File: src/rtl/plb_adc_capture_pkg.sv
`default_nettype none
// ============================================================================
// Module      : plb_adc_capture_pkg
// Description : Shared definitions for the PLB ADC capture engine: FSM state
//               encoding, read-word field positions, the empty-read word,
//               FIFO entry widths for both builds and a read-word packer.
// Revision    : 1.0  initial release
// ============================================================================
package plb_adc_capture_pkg;

  // Capture FSM states
  typedef enum logic [1:0] {
    ST_IDLE  = 2'd0,
    ST_FLUSH = 2'd1,
    ST_RUN   = 2'd2
  } state_e;

  // Rd_Data field positions
  localparam int RD_SAMPLE_MSB = 9;
  localparam int RD_SAMPLE_LSB = 0;
  localparam int RD_OTR_BIT    = 10;
  localparam int RD_TS_LSB     = 12;
  localparam int RD_TS_MSB     = 27;
  localparam int RD_EMPTY_BIT  = 31;

  // Word returned when a read finds the FIFO empty
  localparam logic [31:0] RD_EMPTY_WORD = 32'h8000_0000;

  // FIFO entry layout: {ts[15:0], otr, sample[9:0]} (ts only in the
  // timestamp build)
  localparam int SAMPLE_W       = 10;
  localparam int TS_W           = 16;
  localparam int ENTRY_W_BASE   = SAMPLE_W + 1;
  localparam int ENTRY_W_TSTAMP = SAMPLE_W + 1 + TS_W;

  // Assemble a read word from its fields; all unused bits are zero.
  function automatic logic [31:0] pack_word(
    input logic [SAMPLE_W-1:0] sample,
    input logic                otr,
    input logic [TS_W-1:0]     ts
  );
    logic [31:0] w;
    w = '0;
    w[RD_SAMPLE_MSB:RD_SAMPLE_LSB] = sample;
    w[RD_OTR_BIT]                  = otr;
    w[RD_TS_MSB:RD_TS_LSB]         = ts;
    return w;
  endfunction

endpackage
`default_nettype wire

File: src/rtl/plb_adc_capture_fifo.sv
`default_nettype none
// ============================================================================
// Module      : plb_adc_capture_fifo
// Description : Synchronous single-clock FIFO with occupancy count, full and
//               empty flags and a synchronous flush. Head data is presented
//               combinationally (first-word fall-through).
// Revision    : 1.0  initial release
//
// Ports:
//   clk      in   clock
//   rst      in   asynchronous active-high reset
//   flush    in   drop all contents (beats coincident write/read)
//   wr_en    in   write request
//   wr_data  in   WIDTH  write data
//   rd_en    in   pop request (ignored when empty)
//   rd_data  out  WIDTH  head entry
//   count    out  log2(DEPTH)+1  entries held
//   full     out  count == DEPTH
//   empty    out  count == 0
// ============================================================================
module plb_adc_capture_fifo #(
  parameter int WIDTH = 11,
  parameter int DEPTH = 16
) (
  input  logic                       clk,
  input  logic                       rst,
  input  logic                       flush,
  input  logic                       wr_en,
  input  logic [WIDTH-1:0]           wr_data,
  input  logic                       rd_en,
  output logic [WIDTH-1:0]           rd_data,
  output logic [$clog2(DEPTH):0]     count,
  output logic                       full,
  output logic                       empty
);

  localparam int AW    = $clog2(DEPTH);
  localparam int CNT_W = AW + 1;

  logic [AW-1:0]    wr_ptr_q, wr_ptr_d;
  logic [AW-1:0]    rd_ptr_q, rd_ptr_d;
  logic [CNT_W-1:0] count_q,  count_d;
  logic [WIDTH-1:0] mem_q [DEPTH];

  logic do_wr;
  logic do_rd;

  assign full  = (count_q == CNT_W'(DEPTH));
  assign empty = (count_q == '0);

  // A write into a full FIFO is accepted only when a pop frees the slot in
  // the same cycle.
  assign do_rd = rd_en && !flush && !empty;
  assign do_wr = wr_en && !flush && (!full || do_rd);

  always_comb begin
    wr_ptr_d = wr_ptr_q;
    rd_ptr_d = rd_ptr_q;
    count_d  = count_q;
    if (flush) begin
      wr_ptr_d = '0;
      rd_ptr_d = '0;
      count_d  = '0;
    end else begin
      if (do_wr) wr_ptr_d = wr_ptr_q + AW'(1);
      if (do_rd) rd_ptr_d = rd_ptr_q + AW'(1);
      unique case ({do_wr, do_rd})
        2'b10:   count_d = count_q + CNT_W'(1);
        2'b01:   count_d = count_q - CNT_W'(1);
        default: count_d = count_q;
      endcase
    end
  end

  always_ff @(posedge clk or posedge rst) begin
    if (rst) begin
      wr_ptr_q <= '0;
      rd_ptr_q <= '0;
      count_q  <= '0;
    end else begin
      wr_ptr_q <= wr_ptr_d;
      rd_ptr_q <= rd_ptr_d;
      count_q  <= count_d;
    end
  end

  // Storage array: contents are only meaningful behind the pointers, so it
  // carries no reset.
  always_ff @(posedge clk) begin
    if (do_wr) mem_q[wr_ptr_q] <= wr_data;
  end

  assign rd_data = mem_q[rd_ptr_q];
  assign count   = count_q;

endmodule
`default_nettype wire

File: src/rtl/plb_adc_capture.sv
`default_nettype none
// ============================================================================
// Module      : plb_adc_capture
// Description : ADC capture engine. Generates the sample clock and power-down
//               for a 10-bit parallel pipelined ADC, discards ADC_LAT
//               conversions after enable, and buffers samples in a FIFO that
//               the processor drains one word per Rd_Req pulse.
// Revision    : 1.0  initial release
//
// Build option:
//   PLB_ADC_CAPTURE_TSTAMP_EN  store a 16-bit RUN tick counter with every
//                              sample, returned in Rd_Data[27:12].
//
// Ports:
//   Bus2IP_Clk    in   system clock
//   Bus2IP_Reset  in   asynchronous active-high reset
//   Ctrl_En       in   capture enable (level)
//   Ctrl_Clr      in   pulse: flush FIFO, clear Overflow
//   Rd_Req        in   pulse: pop FIFO head
//   Rd_Data       out  32  {empty, 0.., ts, 0, otr, sample[9:0]}
//   Rd_Valid      out  pulse qualifying Rd_Data
//   Fifo_Count    out  log2(DEPTH)+1  samples held
//   Overflow      out  sticky sample-dropped flag
//   A_Data_pin    in   [0:9] ADC data, index 0 = MSB
//   A_OTR_pin     in   ADC out-of-range
//   A_Clk_pin     out  ADC sample clock
//   A_PWRDN_pin   out  ADC power-down, active-high
// ============================================================================
module plb_adc_capture #(
  parameter int CLK_DIV = 4,
  parameter int ADC_LAT = 6,
  parameter int DEPTH   = 16
) (
  input  logic                   Bus2IP_Clk,
  input  logic                   Bus2IP_Reset,
  input  logic                   Ctrl_En,
  input  logic                   Ctrl_Clr,
  input  logic                   Rd_Req,
  output logic [31:0]            Rd_Data,
  output logic                   Rd_Valid,
  output logic [$clog2(DEPTH):0] Fifo_Count,
  output logic                   Overflow,
  input  logic [0:9]             A_Data_pin,
  input  logic                   A_OTR_pin,
  output logic                   A_Clk_pin,
  output logic                   A_PWRDN_pin
);

  import plb_adc_capture_pkg::*;

  localparam int DIV_W = (CLK_DIV > 2) ? $clog2(CLK_DIV) : 1;
  localparam int CNT_W = $clog2(DEPTH) + 1;
  localparam logic [DIV_W-1:0] DIV_LAST = DIV_W'(CLK_DIV - 1);
  localparam logic [DIV_W-1:0] DIV_HALF = DIV_W'(CLK_DIV / 2);
  localparam logic [3:0]       LAT_END  = 4'(ADC_LAT);

`ifdef PLB_ADC_CAPTURE_TSTAMP_EN
  localparam int ENTRY_W = ENTRY_W_TSTAMP;
`else
  localparam int ENTRY_W = ENTRY_W_BASE;
`endif

  // --------------------------------------------------------------------------
  // State
  // --------------------------------------------------------------------------
  state_e                state_q,   state_d;
  logic [DIV_W-1:0]      div_cnt_q, div_cnt_d;
  logic [3:0]            lat_cnt_q, lat_cnt_d;
  logic                  a_clk_q,   a_clk_d;
  logic                  a_pwrdn_q, a_pwrdn_d;
  logic [SAMPLE_W-1:0]   in_data_q, in_data_d;
  logic                  in_otr_q,  in_otr_d;
  logic                  wr_pend_q, wr_pend_d;
  logic                  rd_valid_q, rd_valid_d;
  logic [31:0]           rd_data_q,  rd_data_d;
  logic                  overflow_q, overflow_d;

  logic                  tick;
  logic [3:0]            lat_inc;

  logic                  fifo_wr;
  logic                  fifo_full;
  logic                  fifo_empty;
  logic                  rd_pop;
  logic [ENTRY_W-1:0]    wr_entry;
  logic [ENTRY_W-1:0]    head_entry;
  logic [TS_W-1:0]       head_ts;
  logic [CNT_W-1:0]      fifo_count;

  // The tick is the last divider phase, just before A_Clk_pin rises.
  assign tick    = (state_q != ST_IDLE) && (div_cnt_q == DIV_LAST);
  assign lat_inc = lat_cnt_q + 4'd1;

  // --------------------------------------------------------------------------
  // FSM, divider and input register
  // --------------------------------------------------------------------------
  always_comb begin
    state_d   = state_q;
    div_cnt_d = div_cnt_q;
    lat_cnt_d = lat_cnt_q;
    in_data_d = in_data_q;
    in_otr_d  = in_otr_q;

    if (!Ctrl_En) begin
      state_d = ST_IDLE;
    end else begin
      unique case (state_q)
        ST_IDLE: begin
          lat_cnt_d = '0;
          state_d   = (ADC_LAT == 0) ? ST_RUN : ST_FLUSH;
        end
        ST_FLUSH: begin
          if (tick) begin
            lat_cnt_d = lat_inc;
            if (lat_inc == LAT_END) state_d = ST_RUN;
          end
        end
        ST_RUN:  state_d = ST_RUN;
        default: state_d = ST_IDLE;
      endcase
    end

    // Divider is parked at 0 in IDLE so the first sample phase after
    // enable is a full CLK_DIV period long.
    if (state_q == ST_IDLE || state_d == ST_IDLE) begin
      div_cnt_d = '0;
    end else if (div_cnt_q == DIV_LAST) begin
      div_cnt_d = '0;
    end else begin
      div_cnt_d = div_cnt_q + DIV_W'(1);
    end

    if (tick) begin
      in_data_d = A_Data_pin;
      in_otr_d  = A_OTR_pin;
    end

    // Only RUN ticks produce a FIFO write, one cycle later.
    wr_pend_d = tick && (state_q == ST_RUN) && Ctrl_En;

    // Outputs registered from the next-state values so the pins track the
    // divider phase without a cycle of skew.
    a_clk_d   = (state_d != ST_IDLE) && (div_cnt_d < DIV_HALF);
    a_pwrdn_d = (state_d == ST_IDLE);
  end

  always_ff @(posedge Bus2IP_Clk or posedge Bus2IP_Reset) begin
    if (Bus2IP_Reset) begin
      state_q   <= ST_IDLE;
      div_cnt_q <= '0;
      lat_cnt_q <= '0;
      a_clk_q   <= 1'b0;
      a_pwrdn_q <= 1'b1;
      in_data_q <= '0;
      in_otr_q  <= 1'b0;
      wr_pend_q <= 1'b0;
    end else begin
      state_q   <= state_d;
      div_cnt_q <= div_cnt_d;
      lat_cnt_q <= lat_cnt_d;
      a_clk_q   <= a_clk_d;
      a_pwrdn_q <= a_pwrdn_d;
      in_data_q <= in_data_d;
      in_otr_q  <= in_otr_d;
      wr_pend_q <= wr_pend_d;
    end
  end

  // --------------------------------------------------------------------------
  // Optional RUN-tick timestamp
  // --------------------------------------------------------------------------
`ifdef PLB_ADC_CAPTURE_TSTAMP_EN
  logic [TS_W-1:0] ts_cnt_q, ts_cnt_d;
  logic [TS_W-1:0] in_ts_q,  in_ts_d;

  // Counts every RUN tick, including ones whose sample is later dropped,
  // so gaps in the timestamp sequence expose overflow losses.
  always_comb begin
    ts_cnt_d = ts_cnt_q;
    in_ts_d  = in_ts_q;
    if (state_q != ST_RUN && state_d == ST_RUN) begin
      ts_cnt_d = '0;
    end else if (tick && state_q == ST_RUN) begin
      ts_cnt_d = ts_cnt_q + TS_W'(1);
    end
    if (tick) in_ts_d = ts_cnt_q;
  end

  always_ff @(posedge Bus2IP_Clk or posedge Bus2IP_Reset) begin
    if (Bus2IP_Reset) begin
      ts_cnt_q <= '0;
      in_ts_q  <= '0;
    end else begin
      ts_cnt_q <= ts_cnt_d;
      in_ts_q  <= in_ts_d;
    end
  end

  assign wr_entry = {in_ts_q, in_otr_q, in_data_q};
  assign head_ts  = head_entry[ENTRY_W-1:SAMPLE_W+1];
`else
  assign wr_entry = {in_otr_q, in_data_q};
  assign head_ts  = '0;
`endif

  // --------------------------------------------------------------------------
  // Sample FIFO
  // --------------------------------------------------------------------------
  // A pending write is dropped if capture is disabled before it lands.
  assign fifo_wr = wr_pend_q && Ctrl_En;

  plb_adc_capture_fifo #(
    .WIDTH (ENTRY_W),
    .DEPTH (DEPTH)
  ) u_fifo (
    .clk     (Bus2IP_Clk),
    .rst     (Bus2IP_Reset),
    .flush   (Ctrl_Clr),
    .wr_en   (fifo_wr),
    .wr_data (wr_entry),
    .rd_en   (Rd_Req),
    .rd_data (head_entry),
    .count   (fifo_count),
    .full    (fifo_full),
    .empty   (fifo_empty)
  );

  // Mirrors the FIFO's own pop qualification.
  assign rd_pop = Rd_Req && !Ctrl_Clr && !fifo_empty;

  // --------------------------------------------------------------------------
  // Read port and overflow flag
  // --------------------------------------------------------------------------
  always_comb begin
    rd_valid_d = Rd_Req;
    rd_data_d  = rd_data_q;
    overflow_d = overflow_q;

    if (Rd_Req) begin
      rd_data_d = rd_pop ? pack_word(head_entry[SAMPLE_W-1:0],
                                     head_entry[SAMPLE_W], head_ts)
                         : RD_EMPTY_WORD;
    end

    // A write into a full FIFO loses its sample unless a pop coincides.
    if (Ctrl_Clr) begin
      overflow_d = 1'b0;
    end else if (fifo_wr && fifo_full && !rd_pop) begin
      overflow_d = 1'b1;
    end
  end

  always_ff @(posedge Bus2IP_Clk or posedge Bus2IP_Reset) begin
    if (Bus2IP_Reset) begin
      rd_valid_q <= 1'b0;
      rd_data_q  <= '0;
      overflow_q <= 1'b0;
    end else begin
      rd_valid_q <= rd_valid_d;
      rd_data_q  <= rd_data_d;
      overflow_q <= overflow_d;
    end
  end

  assign Rd_Data     = rd_data_q;
  assign Rd_Valid    = rd_valid_q;
  assign Fifo_Count  = fifo_count;
  assign Overflow    = overflow_q;
  assign A_Clk_pin   = a_clk_q;
  assign A_PWRDN_pin = a_pwrdn_q;

endmodule
`default_nettype wire

File: config.mk
export PLATFORM = sky130hd
export DESIGN_NAME = plb_adc_capture
export DESIGN_NICKNAME = d
export VERILOG_FILES = /design/src/rtl/plb_adc_capture_pkg.sv /design/src/rtl/plb_adc_capture_fifo.sv /design/src/rtl/plb_adc_capture.sv
export SDC_FILE = /design/constraint.sdc
export NUM_CORES = 1
export LEC_CHECK = 0
export ABC_AREA = 0
export BUFFER_PORTS_ARGS = -buffer_cell sky130_fd_sc_hd__buf_2
export CAP_MARGIN = 40
export CELL_PAD_IN_SITES_DETAIL_PLACEMENT = 1
export CELL_PAD_IN_SITES_GLOBAL_PLACEMENT = 1
export CORE_MARGIN = 2
export CORE_UTILIZATION = 25
export CTS_CLUSTER_SIZE = 24
export DETAILED_ROUTE_END_ITERATION = 16
export PLACE_DENSITY_LB_ADDON = 0.1
export SKIP_LAST_GASP = 1
export SLEW_MARGIN = 20
export SYNTH_ARGS = -nofsm -noshare
export SYNTH_HDL_FRONTEND = slang
export SYNTH_HIERARCHICAL = 1
export SYNTH_SLANG_ARGS = --single-unit
File: constraint.sdc
create_clock -name Bus2IP_Clk -period 7.4 [get_ports Bus2IP_Clk]
set_input_delay 0 -clock Bus2IP_Clk [delete_from_list [all_inputs] [get_ports Bus2IP_Clk]]
set_output_delay 0 -clock Bus2IP_Clk [all_outputs]
set_load 0.03 [all_outputs]
==> results of run 1 <==
[sequential cells by signal (all words and copies together), names as in the netlist]
register / count
u_fifo/rd_ptr_q: 4
Overflow: 1
wr_pend_q: 1
lat_cnt_q: 4
u_fifo/count: 5
u_fifo/mem_q: 176
in_otr_q: 1
A_Clk_pin: 1
state_q: 2
Rd_Data: 12
A_PWRDN_pin: 1
in_data_q: 10
u_fifo/wr_ptr_q: 4
div_cnt_q: 2
Rd_Valid: 1
[metrics by stage]
stage                     area, sq um  power [uW]
after floorplan                  9470        2020
after global placement          10100        2200
after detailed placement        10200        2230
after CTS                       11200        3550
after global routing            11200        3650
final                           11200        3470
[placed cells by master, fill, tap and decap left out, types with 6 or more instances in the layout]
cell / count
xor2_1: 6
edfxtp_1: 176
clkbuf_1: 8
nor3_2: 6
clkbuf_16: 27
dlygate4sd3_1: 15
nor2b_1: 6
and3_1: 8
inv_1: 22
ha_1: 11
buf_4: 16
o21ai_0: 11
nor2_1: 20
dfrtp_1: 46
nand2_1: 34
a22oi_1: 22
buf_2: 36
clkinv_1: 6
conb_1: 20
mux4_2: 44
mux2_4: 10
[worst paths after layout]
check	cells past startpoint	to	start	slack, ns
setup reg to reg	4	u_fifo/mem_q[0][2]	u_fifo/count[0]	4.50
min in group Bus2IP_Clk	3	in_data_q[8]	A_Data_pin[1]	0.21
setup / recovery	4	u_fifo/mem_q[0][2]	u_fifo/count[0]	4.50
hold / removal	3	u_fifo/wr_ptr_q[1]	Bus2IP_Reset	0.1
max in group asynchronous	4	Rd_Data[2]	Bus2IP_Reset	6.83
hold reg to reg	1	div_cnt_q[0]	div_cnt_q[0]	0.44
[area by class of cell]
class / count / area [sq um] / share of cell area
sequential: 225 / 6520 / 0.580
inverter: 23 / 86.3 / 0.00769
clock inverter: 15 / 153 / 0.0136
tap: 474 / 593 / 0.0528
clock buffer: 35 / 706 / 0.0629
timing repair buffer: 71 / 515 / 0.0459
multi-input combinational: 275 / 2660 / 0.237
[worst max-delay path: stages (launching register included)]
cell     delay, ns
dfrtp_1       0.43
or4_1         0.80
o21ai_4       0.67
nor4_1        0.17
and2_1        0.47
[routing by layer]
| metal | up-vias | routed length [um] | GRT usage |
|---|---|---|---|
| li1 | 2224 | - | - |
| met4 | 0 | 363 | 0.0267 |
| met2 | 80 | 12400 | 0.225 |
| met1 | 2659 | 10800 | 0.164 |
| met5 | - | 0 | 0 |
| met3 | 27 | 639 | 0.0203 |
[power by group through the flow]
stage / clock network (uW) / logic [uW] / registers [uW]
final: 1290 / 630 / 1550
after global routing: 1390 / 690 / 1570
after CTS: 1340 / 650 / 1560
after detailed placement: 0 / 642 / 1590
after global placement: 0 / 621 / 1580
after floorplan: 0 / 434 / 1590
[cells by family after synthesis]
family / Yosys count / synth area share
buffers and inverters: 73 / 0.0413
AO/OA/AOI/OAI: 57 / 0.0447
multiplexers: 64 / 0.133
XOR/XNOR: 8 / 0.00745
flip-flops: 225 / 0.693
adder cells (fa/ha/maj): 12 / 0.0168
other: 1 / 0.000399
AND/OR/NAND/NOR: 114 / 0.0639
==> metrics.csv, run 1 <==
stage,metric,value,unit
run_status,run_status,completed,
grt,grt_max_degree,41,
sta,fin_setup_tns,0,ns
drt,avgViaCountPerCell,4.46,
synth,ys_ff_latch,225,
grt,antenna_found_initial,0,
critical_path,crit_path_start_kind,flop,
critical_path,crit_arrival,3.07,ns
placement,gp_congestion,0.729,
synth,ys_types,54,
floorplan,rows,71,
drt,via_count,4990,
grt,overflow,0,
synth,ys_top_cells_by_count,"edfxtp_1 (176), dfrtp_1 (48), mux4_2 (44), nand2_1 (34), inv_1 (23)",
synth,yosysWarnings,6,
synth,synth_top_area_frac,0.562,
critical_path,crit_required,7.56,ns
clocking,root_buffer,clkbuf_16,
floorplan,core,37300,sq um
sta,setup_viol_count_final,0,
grt,grt_pass1_wl,36600,um
drt,drtIter0Drc,215,
grt,grt_usage,0.127,
placement,dp_cells,1052,
power,p_leak,0.00400,uW
sta,slew-limit-headroom,0.479,
clocking,path_clk_slew,0.06,ns
cells_and_area,nets,651,
run,cap_violations,0,
floorplan,io_pins,57,
sta,fin_crit_sh,0.392,
sta,max_freq,345,MHz
cells_and_area,num_antenna_cells,0,
synth,synth_area_leader_cell,edfxtp_1,
clocking,cts_buffers,27,
synth,ys_seq_area_frac,0.693,
synth,synthTopCellsByArea,"edfxtp_1 (56%), dfrtp_1 (13%), mux4_2 (11%)",
floorplan,die_area,39200,sq um
cells_and_area,drive_gt1_frac,0.275,
drt,drc,0,
cells_and_area,finalNonFillerCells,1118,
drt,drt_wl_total,24200,um
synth,syn_avg_cell_area,17.0,sq um
critical_path,worstSetupEndpointType,flop,
placement,hpwl,14900,um
sta,skew,0.0180,ns
placement,place_ws,4.45,ns
floorplan,start_util,0.252,
clocking,clkLatencyLatePin,0.54,ns
clocking,clk_path_buf_depth,3,
sta,fin_crit,2.90,ns
power,p_int,2510,uW
synth,synthCells,554,
critical_path,critPathMaxFanout,17,
sta,hold_ws,0.0994,ns
placement,port_buffers,36,
floorplan,dieWidth,198,um
clocking,cts_tree,done,
sta,rsz0062_at_grt,no,
power,p_comb_frac,0.181,
clocking,post_cts_resized,0,
power,p_per_area,309,nW/um^2
sta,worst_slew_pin_slew,0.782,ns
power,switching_share,0.278,
power,seqPwrFrac,0.447,
floorplan,die_y,198,um
synth,yosysMostFrequentCell,edfxtp_1,
cells_and_area,nFillCells,3884,
sta,hold_viol,0,
grt,grt_pass1_vias,5590,
synth,synthArstFlopShare,0.218,
synth,synth_top_flop_cell,edfxtp_1,
clocking,cts_hold_repair.buffers,15,
power,peakVddDrop,0.147,mV
drt,post_drt_wl_per_cell,21.6,um
clocking,cts_setup_buffers,0,
drt,drtAntennaViolNets,0,
power,switchingPower,966,uW
clocking,clock_sinks,225,
synth,synth_area,9400,sq um
cells_and_area,final_util,0.301,
critical_path,path_class,reg2reg,
power,clock_power_share,0.371,
synth,synth_edf_count,176,
sta,maxSlewViolCount,0,
sta,layout_setup_ws,4.50,ns
hold_path,min_path_type,in2async,
cells_and_area,area_growth,19.4,%
drt,drtPass1Iterations,5,
clocking,htreeDepth,1,
Power figures use the tool's default switching activity.
==> inputs of run 2 (changes only) <==
--- a/config.mk
+++ b/config.mk
@@ -5,7 +5,7 @@
 export SDC_FILE = /design/constraint.sdc
 export NUM_CORES = 1
 export LEC_CHECK = 0
-export ABC_AREA = 0
+export ABC_AREA = 1
 export BUFFER_PORTS_ARGS = -buffer_cell sky130_fd_sc_hd__buf_2
 export CAP_MARGIN = 40
 export CELL_PAD_IN_SITES_DETAIL_PLACEMENT = 1
==> constraint.sdc (replaced) <==
create_clock -name Bus2IP_Clk -period 2.3 [get_ports Bus2IP_Clk]
set_input_delay 0 -clock Bus2IP_Clk [delete_from_list [all_inputs] [get_ports Bus2IP_Clk]]
set_output_delay 0 -clock Bus2IP_Clk [all_outputs]
set_load 0.03 [all_outputs]
==> run 2 against run 1 <==
Power rose to 2.6 times the previous value. Sequential share of layout area down 1.6 points. Count of clock-buffer cells in the layout unchanged. Die area up 3.7%. Non-clock buffer count up 19. Global-route usage up 1.0 points. Synthesized cell count up 53%. Combinational power down 25%. Core utilization down 0.14 points. Fmax up 43%. Final cell count up 31%. Clock power rose to 2.9 times the previous value.
==> metrics.csv, run 2 <==
stage,metric,value,unit
grt,grt_pass1_vias,6537,
critical_path,crit_arrival,2.47,ns
clocking,clkLatencyLatePin,0.54,ns
clocking,cts_tree,done,
sta,fin_crit_sh,0.885,
sta,hold_viol,0,
critical_path,r2r_setup_slack,0.26,ns
sta,fin_crit,2.04,ns
grt,grt_max_degree,57,
drt,drtAntennaViolNets,0,
power,fin_total_pwr,9030,uW
floorplan,die_y,201,um
placement,gp_congestion,0.737,
clocking,path_clk_slew,0.06,ns
grt,overflow,0,
critical_path,path_common_cell,nand2_1,
power,clock_power_share,0.421,
floorplan,core,38600,sq um
synth,synthArstFlopShare,0.218,
critical_path,path_class,reg2reg,
clocking,root_buffer,clkbuf_16,
drt,avgViaCountPerCell,4.29,
clocking,clock_sinks,225,
synth,yosysMostFrequentCell,edfxtp_1,
floorplan,die_area,40600,sq um
cells_and_area,num_antenna_cells,0,
run,cap_violations,0,
critical_path,critPathMaxFanout,5,
synth,yosysWarnings,6,
clocking,htreeDepth,1,
clocking,cts_setup_buffers,0,
sta,maxSlewViolCount,0,
cells_and_area,largest_reg_flops,176,
critical_path,path_cells,"nor2_4, nand3_4, nand3_2, inv_1, ha_1, a21oi_2, nand2_1, nand2_1, nand2_1, nand2_1, nand2_1, nand2_1, nand2_1",
floorplan,start_util,0.253,
critical_path,crit_path_start_kind,flop,
run_status,run_status,completed,
clocking,cts_buffers,27,
power,p_comb_frac,0.052,
clocking,clk_path_buf_depth,3,
cells_and_area,final_util,0.300,
floorplan,io_pins,57,
sta,rsz0062_at_grt,no,
cells_and_area,area_growth,18.4,%
sta,skew,0.0175,ns
cells_and_area,nFillCells,4337,
grt,grt_usage,0.137,
critical_path,critPathSlowestCell,dfrtp_1,
placement,dp_cells,1395,
sta,setup_viol_count_final,0,
drt,drc,0,
synth,synthCells,847,
floorplan,dieWidth,201,um
drt,drtIter0Drc,288,
cells_and_area,multiInputGateArea,2430,sq um
power,p_leak,0.00448,uW
cells_and_area,seqCellArea,6520,sq um
power,p_int,6880,uW
cells_and_area,drive_gt1_frac,0.132,
sta,slew-limit-headroom,0.486,
synth,ys_types,39,
synth,synth_top_area_frac,0.542,
cells_and_area,finalNonFillerCells,1462,
critical_path,worstSetupEndpointType,flop,
sta,max_freq,491,MHz
drt,via_count,6272,
power,switchingPower,2140,uW
drt,drtPass1Iterations,4,
hold_path,min_path_type,in2async,
critical_path,crit_required,2.73,ns
sta,fin_setup_tns,0,ns
floorplan,rows,72,
synth,synth_edf_count,176,
placement,hpwl,18100,um
synth,synthTopCellsByArea,"edfxtp_1 (54%), dfrtp_1 (12%), nand3_1 (4.9%)",
cells_and_area,nets,951,
power,peakVddDrop,0.427,mV
drt,post_drt_wl_per_cell,18.9,um
synth,syn_avg_cell_area,11.5,sq um
placement,port_buffers,36,
sta,worst_slew_pin_slew,0.770,ns
critical_path,max_stage_delay,0.45,ns
drt,drt_wl_total,27600,um
synth,ys_seq_area_frac,0.668,
grt,grt_pass1_wl,42000,um
synth,synth_area,9750,sq um
cells_and_area,mostFrequentLayoutCell,edfxtp_1,
cells_and_area,final_cell_mix,"edfxtp_1 (176), inv_1 (122), nand2_1 (122)",
power,switching_share,0.237,
synth,synth_area_leader_cell,edfxtp_1,
synth,ys_top_cells_by_count,"edfxtp_1 (176), inv_1 (122), nand2_1 (122), nand3_1 (95), a21oi_1 (49)",
grt,antenna_found_initial,1,
synth,synth_top_flop_cell,edfxtp_1,
synth,ys_ff_latch,225,
power,p_per_area,782,nW/um^2
cells_and_area,max_flop_register,u_fifo/mem_q,
power,seqPwrFrac,0.526,
[run 2: routing by layer]
layer / up-vias / share of wire / global-route usage
li1: 3031 / - / -
met1: 3103 / 0.46 / 0.189
met2: 110 / 0.49 / 0.229
met3: 28 / 0.040 / 0.0175
met4: 0 / 0.014 / 0.0323
met5: - / 0 / 0
[run 2: worst max-delay path: cells and delay by family (launching register included)]
family | cells | cell delay (ns)
AOI/OAI and AO/OA | 1 | 0.18
adders and majority gates | 1 | 0.34
DFF | 1 | 0.45
and+or+nand+nor | 10 | 0.85
buffers and inverters | 1 | 0.11
[run 2: timing repair]
item                                    CTS  global route
hold buffers                             16             0
resized for setup                         0             1
hold endpoints to repair                 87             0
endpoints found under the setup margin    0             1
[run 2: metrics by stage]
step	area (sq um)	setup slack, ns	hold slack (ns)
6_report	11500	0.264	0.109
5_1_grt	11500	0.0331	0.136
4_1_cts	11500	0.200	0.0961
3_5_place_dp	10600	0.206	0.120
2_1_floorplan	9820	0.292	-0.123
3_3_place_gp	10600	0.227	0.118
[run 2: final cells by class]
type | count | area share
inverters | 125 | 0.0406
repair buffers | 90 | 0.0620
well taps | 518 | 0.0561
clock buffers | 35 | 0.0611
flip-flops and latches | 225 | 0.564
clock inverters | 15 | 0.00563
multi-input cells | 454 | 0.210
[run 2: logic make-up after synthesis]
family | count (synthesis) | share of synthesized area
AND/OR/NAND/NOR | 256 | 0.120
flip-flops | 225 | 0.668
buffers and inverters | 187 | 0.0909
AO/OA/AOI/OAI | 161 | 0.100
adder cells (fa/ha/maj) | 12 | 0.0162
XOR/XNOR | 4 | 0.00359
other | 1 | 0.000385
multiplexers | 1 | 0.00103
[run 2: power by group through the flow]
stage / Sequential [uW] / Combinational, uW / Clock [uW]
5_1_grt: 4760 / 528 / 4130
4_1_cts: 4780 / 476 / 3970
6_report: 4750 / 471 / 3800
3_3_place_gp: 4870 / 430 / 0
3_5_place_dp: 4860 / 458 / 0
2_1_floorplan: 4820 / 152 / 0
[run 2: path summary, 6_finish.rpt]
kind                                  from            endpoint  cells past startpoint
setup / recovery           u_fifo/count[1]     u_fifo/count[4]                     13
hold / removal                Bus2IP_Reset  u_fifo/wr_ptr_q[1]                      3
setup reg to reg           u_fifo/count[1]     u_fifo/count[4]                     13
hold reg to reg               div_cnt_q[0]        div_cnt_q[0]                      1
max in group asynchronous     Bus2IP_Reset  u_fifo/rd_ptr_q[0]                      3
min in group Bus2IP_Clk             Rd_Req            Rd_Valid                      2
==> inputs of run 3 (changes only) <==
--- a/config.mk
+++ b/config.mk
@@ -15,6 +15,7 @@
 export CTS_CLUSTER_SIZE = 24
 export DETAILED_ROUTE_END_ITERATION = 16
 export PLACE_DENSITY_LB_ADDON = 0.1
+export RECOVER_POWER = 25
 export SKIP_LAST_GASP = 1
 export SLEW_MARGIN = 20
 export SYNTH_ARGS = -nofsm -noshare
==> run 3 against run 2 <==
Non-clock buffer count unchanged. Register-to-register slack about the same. Setup slack about the same. Sequential power barely moved. Combinational power fell by 4%. Design area is 0.21% lower. Highest routed layer unchanged. Global-route usage unchanged. Critical endpoint unchanged. Count of clock-buffer cells in the layout is the same. Clock power about the same. Fmax about the same.
==> metrics.csv, run 3 (synthesized netlist as in run 2, its figures left out) <==
stage,metric,value,unit
run_status,run_status,completed,
run,cap_violations,0,
critical_path,critPathMaxFanout,5,
critical_path,crit_start,u_fifo/count[1],
drt,drtPass1Iterations,4,
floorplan,start_util,0.253,
drt,drtAntennaViolNets,0,
cells_and_area,largest_reg_flops,176,
sta,slew-limit-headroom,0.175,
drt,avgViaCountPerCell,4.29,
sta,maxSlewViolCount,0,
hold_path,min_path_type,in2async,
cells_and_area,final_cell_mix,"edfxtp_1 (176), inv_1 (122), nand2_1 (122)",
power,p_leak,0.00446,uW
clocking,root_buffer,clkbuf_16,
grt,grt_pass1_vias,6537,
drt,drc,0,
floorplan,rows,72,
sta,worst_slew_pin_slew,1.24,ns
critical_path,critPathSlowestCell,dfrtp_1,
critical_path,path_common_cell,nand2_1,
power,peakVddDrop,0.428,mV
placement,port_buffers,36,
sta,fin_crit,2.04,ns
placement,hpwl,18100,um
critical_path,cp.depth,13,
critical_path,path_cells,"nor2_4, nand3_4, nand3_2, inv_1, ha_1, a21oi_2, nand2_1, nand2_1, nand2_1, nand2_1, nand2_1, nand2_1, nand2_1",
floorplan,die_area,40600,sq um
clocking,path_clk_slew,0.06,ns
power,p_per_area,782,nW/um^2
cells_and_area,num_antenna_cells,0,
floorplan,core,38600,sq um
critical_path,r2r-end,u_fifo/count[4],
critical_path,critPathTopFamily,simple AND/OR/NAND/NOR gates,
sta,rsz0062_at_grt,no,
critical_path,cp_num_buf_inv,1,
placement,gp_congestion,0.737,
grt,grt_usage,0.137,
critical_path,crit_path_start_kind,flop,
floorplan,dieWidth,201,um
sta,max_freq,491,MHz
clocking,clkLatencyLatePin,0.54,ns
drt,drtIter0Drc,290,
drt,post_drt_wl_per_cell,18.9,um
floorplan,die_y,201,um
cells_and_area,drive_gt1_frac,0.125,
sta,fin_setup_tns,0,ns
cells_and_area,nets,951,
grt,grt_pass1_wl,42000,um
critical_path,crit_arrival,2.47,ns
cells_and_area,area_growth,18.2,%
clocking,cts_tree,done,
grt,overflow,0,
critical_path,ff2ff_path_depth,13,
sta,hold_viol,0,
critical_path,crit_required,2.73,ns
cells_and_area,max_flop_register,u_fifo/mem_q,
critical_path,r2r_setup_slack,0.26,ns
drt,drt_wl_total,27600,um
drt,via_count,6266,
critical_path,worstSetupEndpointType,flop,
grt,grt_max_degree,57,
critical_path,crit_end,u_fifo/count[4],
sta,setup_viol_count_final,0,
sta,fin_crit_sh,0.885,
critical_path,r2r-start,u_fifo/count[1],
critical_path,path_class,reg2reg,
cells_and_area,final_util,0.299,
cells_and_area,mostFrequentLayoutCell,edfxtp_1,
clocking,htreeDepth,1,
floorplan,io_pins,57,
clocking,clk_path_buf_depth,3,
clocking,cts_buffers,27,
clocking,clock_sinks,225,
critical_path,max_stage_delay,0.45,ns
sta,skew,0.0166,ns
grt,antenna_found_initial,1,
==> run 3: cell types whose count changed in the layout (fill, tap and decap cells not counted), sizes merged <==
cell,delta
clkbuf,+8
buf,-8
==> run 3: metrics by stage <==
stage / cells / worst slack (ns) / instance area, sq um / hold slack (ns) / total power, uW
2_1_floorplan: 866 / 0.292 / 9820 / -0.123 / 4970
3_3_place_gp: 1393 / 0.227 / 10600 / 0.118 / 5300
3_5_place_dp: 1395 / 0.206 / 10600 / 0.120 / 5320
4_1_cts: 1461 / 0.200 / 11500 / 0.0961 / 9220
5_1_grt: 1462 / 0.0331 / 11500 / 0.131 / 9410
6_report: 1462 / 0.264 / 11500 / 0.0953 / 9010
==> run 3: how the worst min path moves through the flow <==
stage	slack (ns)	cells past startpoint	endpoint
global placement	0.12	2	u_fifo/count[4]
finish	0.1	3	u_fifo/wr_ptr_q[1]
global route	0.13	3	u_fifo/wr_ptr_q[1]
floorplan	-0.12	1	u_fifo/count[0]
CTS	0.1	3	u_fifo/rd_ptr_q[0]
detailed placement	0.12	2	u_fifo/count[1]
==> run 3: cell type report <==
type	instances	area, sq um
Fill cell	4338	27000
Sequential cell	225	6520
Multi-Input combinational cell	454	2430
Clock buffer	35	706
Timing Repair Buffer	90	692
Tap cell	518	648
Inverter	125	469
Clock inverter	15	65.1
==> run 3: routing by layer <==
metal | track usage | share of wire | routed length, um | vias to the layer above
met1 | 0.189 | 0.47 | 12900 | 3107
met2 | 0.229 | 0.48 | 13400 | 100
met5 | 0 | 0 | 0 | -
li1 | - | - | - | 3031
met4 | 0.0323 | 0.014 | 391 | 0
met3 | 0.0175 | 0.037 | 1020 | 28
==> run 3: report_power, final <==
part | switching (uW) | internal [uW] | leakage (uW) | total, uW
Clock | 1660 | 2150 | 0.000376 | 3800
Combinational | 349 | 105 | 0.00191 | 454
Sequential | 136 | 4620 | 0.00217 | 4760
==> run 3: timing repair <==
action                     CTS  global route
hold buffers                16             0
setup endpoints to repair    0             1
hold endpoints to repair    87             0
setup buffers                0             0
gates resized for setup      0             1
==> run 3: worst register-to-register path: stages (launching register included) <==
cell	delay, ns
dfrtp_1	0.45
nor2_4	0.17
nand3_4	0.11
nand3_2	0.16
inv_1	0.11
ha_1	0.34
a21oi_2	0.18
nand2_1	0.07
nand2_1	0.07
nand2_1	0.05
nand2_1	0.05
nand2_1	0.05
nand2_1	0.07
nand2_1	0.05
